**config.mk**
```make
export PLATFORM = sky130hd
export DESIGN_NAME = bin_to_bcd_converter_flat
export DESIGN_NICKNAME = d
export VERILOG_FILES = /design/src/rtl/bin_to_bcd_converter_pkg.sv /design/src/rtl/bin_to_bcd_converter_if.sv /design/src/rtl/bcd_digit_adjust.sv /design/src/rtl/bin_to_bcd_converter.sv /design/src/flat_wrapper.sv
export SDC_FILE = /design/constraint.sdc
export NUM_CORES = 1
export LEC_CHECK = 0
export BUFFER_PORTS_ARGS = -buffer_cell sky130_fd_sc_hd__buf_2
export CAP_MARGIN = 20
export CELL_PAD_IN_SITES_DETAIL_PLACEMENT = 0
export CELL_PAD_IN_SITES_GLOBAL_PLACEMENT = 1
export CORE_MARGIN = 2
export CORE_UTILIZATION = 45
export DETAILED_ROUTE_END_ITERATION = 6
export GPL_ROUTABILITY_DRIVEN = 0
export GPL_TIMING_DRIVEN = 0
export HOLD_SLACK_MARGIN = 0.05
export PLACE_DENSITY_LB_ADDON = 0.1
export SLEW_MARGIN = 5
export SYNTH_ARGS = -nofsm -noshare
export SYNTH_HDL_FRONTEND = slang
export SYNTH_SLANG_ARGS = --single-unit
```
**constraint.sdc**
```tcl
create_clock -name clk_i -period 2.7 [get_ports clk_i]
set_input_delay 0.27 -clock clk_i [delete_from_list [all_inputs] [get_ports clk_i]]
set_output_delay 0.27 -clock clk_i [all_outputs]
set_load 0.1 [all_outputs]
```
**src/rtl/bin_to_bcd_converter_pkg.sv**
```systemverilog
// Shared constants and state encoding for the binary-to-BCD converter.
package bin_to_bcd_converter_pkg;

  localparam int ND      = 2;
  localparam int BCD_MAX = 99;
  localparam logic [4*ND-1:0] BCD_SAT = 8'h99;

  typedef enum logic [1:0] {
    S_IDLE  = 2'd0,
    S_SHIFT = 2'd1,
    S_DONE  = 2'd2
  } state_e;

endpackage

```
**src/rtl/bin_to_bcd_converter_if.sv**
```systemverilog
// Request/result bundle between a requester and the BCD converter.
interface bin_to_bcd_converter_if
  import bin_to_bcd_converter_pkg::*;
#(
  parameter int BW = 8
);

  logic              start;
  logic [BW-1:0]     bin;
  logic              busy;
  logic              done;
  logic [4*ND-1:0]   bcd;
  logic              ovf;

  modport master (output start, output bin, input busy, input done, input bcd, input ovf);
  modport slave  (input start, input bin, output busy, output done, output bcd, output ovf);

endinterface

```
**src/rtl/bcd_digit_adjust.sv**
```systemverilog
// Double-dabble digit correction: add 3 to a BCD nibble of 5 or more.
module bcd_digit_adjust (
  input  logic [3:0] digit_i,
  output logic [3:0] digit_o
);

  assign digit_o = (digit_i >= 4'd5) ? digit_i + 4'd3 : digit_i;

endmodule

```
**src/rtl/bin_to_bcd_converter.sv**
```systemverilog
// Sequential shift-and-add-3 binary to packed two-digit BCD converter.
// Inputs above 99 saturate to 0x99 and raise ovf.
//
// state   | meaning
// S_IDLE  | waiting for start, outputs held
// S_SHIFT | BW adjust-and-shift steps on the scratch register
// S_DONE  | publish bcd/ovf, pulse done
module bin_to_bcd_converter
  import bin_to_bcd_converter_pkg::*;
#(
  parameter int BW = 8
) (
  input  logic                     clk_i,
  input  logic                     reset_ni,
  bin_to_bcd_converter_if.slave    bif
);

  localparam int SW    = 4*ND + BW;
  localparam int CNT_W = $clog2(BW + 1);
  localparam logic [BW-1:0] BIN_MAX = BW'(BCD_MAX);

  state_e            state_q;
  logic [SW-1:0]     scratch_q;
  logic [SW-1:0]     adj;
  logic [SW-1:0]     scratch_d;
  logic [CNT_W-1:0]  cnt_q;
  logic              ovf_nx_q;
  logic              busy_q;
  logic              done_q;
  logic [4*ND-1:0]   bcd_q;
  logic              ovf_q;

  // Only the BCD nibbles above the binary field get corrected.
  assign adj[BW-1:0] = scratch_q[BW-1:0];

  for (genvar g = 0; g < ND; g++) begin : g_adj
    bcd_digit_adjust u_adj (
      .digit_i (scratch_q[BW+4*g +: 4]),
      .digit_o (adj[BW+4*g +: 4])
    );
  end

  assign scratch_d = adj << 1;

  always_ff @(posedge clk_i) begin
    if (!reset_ni) begin
      state_q   <= S_IDLE;
      scratch_q <= '0;
      cnt_q     <= '0;
      ovf_nx_q  <= 1'b0;
      busy_q    <= 1'b0;
      done_q    <= 1'b0;
      bcd_q     <= '0;
      ovf_q     <= 1'b0;
    end else begin
      done_q <= 1'b0;
      case (state_q)
        S_IDLE: begin
          if (bif.start) begin
            scratch_q <= {{(4*ND){1'b0}}, bif.bin};
            cnt_q     <= CNT_W'(BW);
            ovf_nx_q  <= (bif.bin > BIN_MAX);
            busy_q    <= 1'b1;
            state_q   <= S_SHIFT;
          end
        end
        S_SHIFT: begin
          scratch_q <= scratch_d;
          cnt_q     <= cnt_q - CNT_W'(1);
          if (cnt_q == CNT_W'(1)) begin
            state_q <= S_DONE;
          end
        end
        S_DONE: begin
          bcd_q   <= ovf_nx_q ? BCD_SAT : scratch_q[SW-1:BW];
          ovf_q   <= ovf_nx_q;
          done_q  <= 1'b1;
          busy_q  <= 1'b0;
          state_q <= S_IDLE;
        end
        default: begin
          state_q <= S_IDLE;
          busy_q  <= 1'b0;
        end
      endcase
    end
  end

  assign bif.busy = busy_q;
  assign bif.done = done_q;
  assign bif.bcd  = bcd_q;
  assign bif.ovf  = ovf_q;

endmodule
```
**src/flat_wrapper.sv**
```systemverilog
// flat-port wrapper written by rule: the top's interface ports become plain ports
module bin_to_bcd_converter_flat import bin_to_bcd_converter_pkg::*;
#(
  parameter int BW = 8
)
  (clk_i, reset_ni, bif_start, bif_bin, bif_busy, bif_done, bif_bcd, bif_ovf);
  bin_to_bcd_converter_if #(.BW(BW)) bif_i ();
  input  logic clk_i;
  input  logic reset_ni;
  input wire logic [$bits(bif_i.start)-1:0] bif_start;
  input wire logic [$bits(bif_i.bin)-1:0] bif_bin;
  output wire logic [$bits(bif_i.busy)-1:0] bif_busy;
  output wire logic [$bits(bif_i.done)-1:0] bif_done;
  output wire logic [$bits(bif_i.bcd)-1:0] bif_bcd;
  output wire logic [$bits(bif_i.ovf)-1:0] bif_ovf;
  assign bif_i.start = bif_start;
  assign bif_i.bin = bif_bin;
  assign bif_busy = bif_i.busy;
  assign bif_done = bif_i.done;
  assign bif_bcd = bif_i.bcd;
  assign bif_ovf = bif_i.ovf;
  bin_to_bcd_converter #(.BW(BW)) u_core (.clk_i(clk_i), .reset_ni(reset_ni), .bif(bif_i));
endmodule
```
==> key figures <==
GRT
  – Grt total ovfl: 0
  – Gr busiest metal: met2
  – First-pass GRT wire length: 5440 µm
  – Met3 usage: 3.44%
  – GR met2 Demand/Resource: 31.1%
  – Grt met1 use: 20.7%
  – Gr usage total: 17.5%
  – Initial antenna violation count: 0
  – Largest net degree at the start of global routing: 12
  – Vias in the first global route: 1264

Layout
  – P&R area growth vs syn: 14.9%
  – Fillers: 334
  – Antenna diodes: 0
  – Most frequent cells in the layout: 34 x dfxtp_1, 26 x nand2_1, 23 x buf_2, 18 x nor2_1
  – Share of cells above drive strength 1: 22.2%
  – Most common cell after layout, fill and taps aside: dfxtp_1
  – # nets final: 219

CTS
  – Post-CTS Hold Buffers: 0
  – H-Tree Depth: 2
  – Skew-Pair Late Insertion Delay: 0.32 ns
  – CTS tree: yes
  – Post-cts gate resize count: 0
  – Worst-path clk slew: 0.11 ns
  – TritonCTS Buffers: 5
  – Clock sink count: 34
  – Maximum clock insertion buffer count: 2
  – Root buf cell: clkbuf_4
  – Setup bufs post-CTS: 0

Routing
  – Drt initial violations: 73
  – Vias/cell: 5.18
  – Final ANT Viol Nets: 0
  – Via count: 1290
  – Final WL: 3160 µm
  – Initial DRT Pass Iterations: 4
  – Total DRC errors in the routed layout: 0
  – DR WL/cell: 12.7 µm

Synth
  – Syn Nets: 191
  – Synthesized area per cell: 8.73 µm²
  – Syn Inst Count: 174
  – Distinct cells, synth: 39
  – Async SR Flop Fraction: 0%
  – Number of flops mapped to enable cells by yosys: 0
  – Synth Flop Type: dfxtp_1
  – Seq/Total Area, Yosys: 44.8%
  – Post-synthesis register bit count: 34
  – Post-Syn Area: 0.00152 mm²
  – YS warnings: 0

Pwr
  – Peak supply drop: 0.000327 V
  – Pwr Total: 0.977 mW
  – PwrDens: 560 mW/mm²
  – Lkg Pwr: 0.679 nW

Status
  – Status: finished clean

Timing
  – Hold Vio Cnt, Final: 0
  – Slew Viols, Final: 0
  – Final count of negative-setup-slack endpoints: 0
  – Worst slew pin tran: 0.544 ns
  – RSZ-0062 raised after global routing: no
  – Rel. slew slack: 63.7%
  – Clk_skew: 0.0105 ns
  – Period utilization: 59.5%
  – Fmax: 0.623 GHz
  – Fin crit period: 1.61 ns
  – Total negative slack: 0 ns

Die
  – Die Y: 62.1 µm
  – Die X: 62.1 µm
  – Rows: 21
  – Core ar.: 0.00328 mm²
  – # IOs: 22
  – Starting Density: 46.2%
  – Die area: 0.00386 mm²

Critical path
  – CP arrival: 1.87 ns
  – Crit start category: register
  – WP data required: 2.97 ns
  – CP Capture Type: register
  – Crit Path Category: register to register
  – CP max FO: 4

Worst hold path
  – Hold crit path type: input pin to register

Job
  – MaxCap Viol Count: 0

Placed design
  – HPWL Detailed: 2330 µm
  – Number of buffers added on ports: 21
==> logic make-up (layout without fill, tap and decap cells) <==
family	count (synthesis)	count (layout)	synth area share, %
simple gates	75	75	24.1
compound gates	37	37	17.4
fa+ha+maj	6	6	4.94
xor+xnor	3	3	1.73
buf+inv	16	45	4.86
flops	34	34	44.8
mux	3	3	2.22
==> through the flow <==
step | hold WS (ns) | setup slack [ns] | area (µm²) | cells | utilization [%]
finish | 0.186 | 1.09 | 1750 | 249 | 53.1
global route | 0.180 | 0.995 | 1750 | 249 | 53.1
CTS | 0.171 | 1.10 | 1750 | 249 | 53.1
detailed placement | 0.439 | 1.12 | 1680 | 241 | 51.2
global placement | 0.432 | 1.19 | 1680 | 241 | 51.2
floorplan | 0.415 | 1.26 | 1520 | 174 | -
==> registers in the layout (all words and copies together), names as in the netlist <==
register          flops
u_core.bif.bcd        8
u_core.bif.busy       1
u_core.bif.done       1
u_core.bif.ovf        1
u_core.cnt_q          4
u_core.ovf_nx_q       1
u_core.scratch_q     16
u_core.state_q        2
==> critical path, stage by stage, from the launching register on <==
cell and delay (ns):
dfxtp_1 0.37, inv_1 0.09, ha_1 0.18, nand2b_1 0.14, a21oi_1 0.29, mux2_2 0.37, o21ai_1 0.11
==> cell usage after synthesis (2+ instances only) <==
| master | count | share of area [%] |
|---|---|---|
| a21boi_0 | 2 | 0.99 |
| a21boi_1 | 2 | 0.99 |
| a21oi_1 | 8 | 2.6 |
| a22oi_1 | 2 | 0.99 |
| a311oi_1 | 3 | 1.7 |
| a311oi_2 | 3 | 3.0 |
| and2_1 | 2 | 0.82 |
| buf_2 | 2 | 0.66 |
| buf_4 | 3 | 1.5 |
| clkbuf_1 | 3 | 0.74 |
| dfxtp_1 | 34 | 45 |
| ha_1 | 6 | 4.9 |
| inv_1 | 7 | 1.7 |
| mux2_2 | 3 | 2.2 |
| nand2_1 | 26 | 6.4 |
| nand2b_1 | 4 | 1.6 |
| nand3_1 | 2 | 0.66 |
| nand3b_1 | 2 | 0.99 |
| nor2_1 | 18 | 4.4 |
| nor2b_1 | 4 | 1.6 |
| nor3_1 | 8 | 2.6 |
| nor3b_1 | 3 | 1.5 |
| o21ai_0 | 5 | 1.6 |
| o21ai_1 | 5 | 1.6 |
| or3_1 | 2 | 0.82 |
| xnor2_1 | 2 | 1.2 |
==> metal layers <==
| layer | vias to the layer above | part of all wire (%) |
|---|---|---|
| li1 | 649 | - |
| met2 | 18 | 50 |
| met4 | 0 | 0.60 |
| met5 | - | 0 |
| met1 | 621 | 47 |
| met3 | 2 | 3.0 |
==> power by group <==
part	switching, mW	internal, mW
registers	0.0183	0.525
clock network	0.172	0.125
logic	0.0839	0.0519
==> area by class of cell <==
type,instances,area (µm²),area share (%)
Multi-Input combinational cell,124,764,43.8
Timing Repair Buffer,21,105,6.02
Buffer,8,43.8,2.51
Inverter,8,30.0,1.72
Clock buffer,6,51.3,2.94
Clock inverter,2,12.5,0.717
Tap cell,46,57.6,3.30
Sequential cell,34,681,39.0
==> final timing paths <==
| kind | cells past startpoint | to | start | slack [ns] |
|---|---|---|---|---|
| setup / recovery | 6 | u_core.scratch_q[10]$_SDFFE_PN0P_ | u_core.scratch_q[9]$_SDFFE_PN0P_ | 1.09 |
| hold reg to reg | 2 | u_core.bif.bcd[6]$_SDFFE_PN0P_ | u_core.bif.bcd[6]$_SDFFE_PN0P_ | 0.45 |
| hold / removal | 3 | u_core.scratch_q[7]$_SDFFE_PN0P_ | bif_bin[7] | 0.19 |
| setup reg to reg | 6 | u_core.scratch_q[10]$_SDFFE_PN0P_ | u_core.scratch_q[9]$_SDFFE_PN0P_ | 1.09 |
Note: power is estimated with default switching activity, not from simulation.
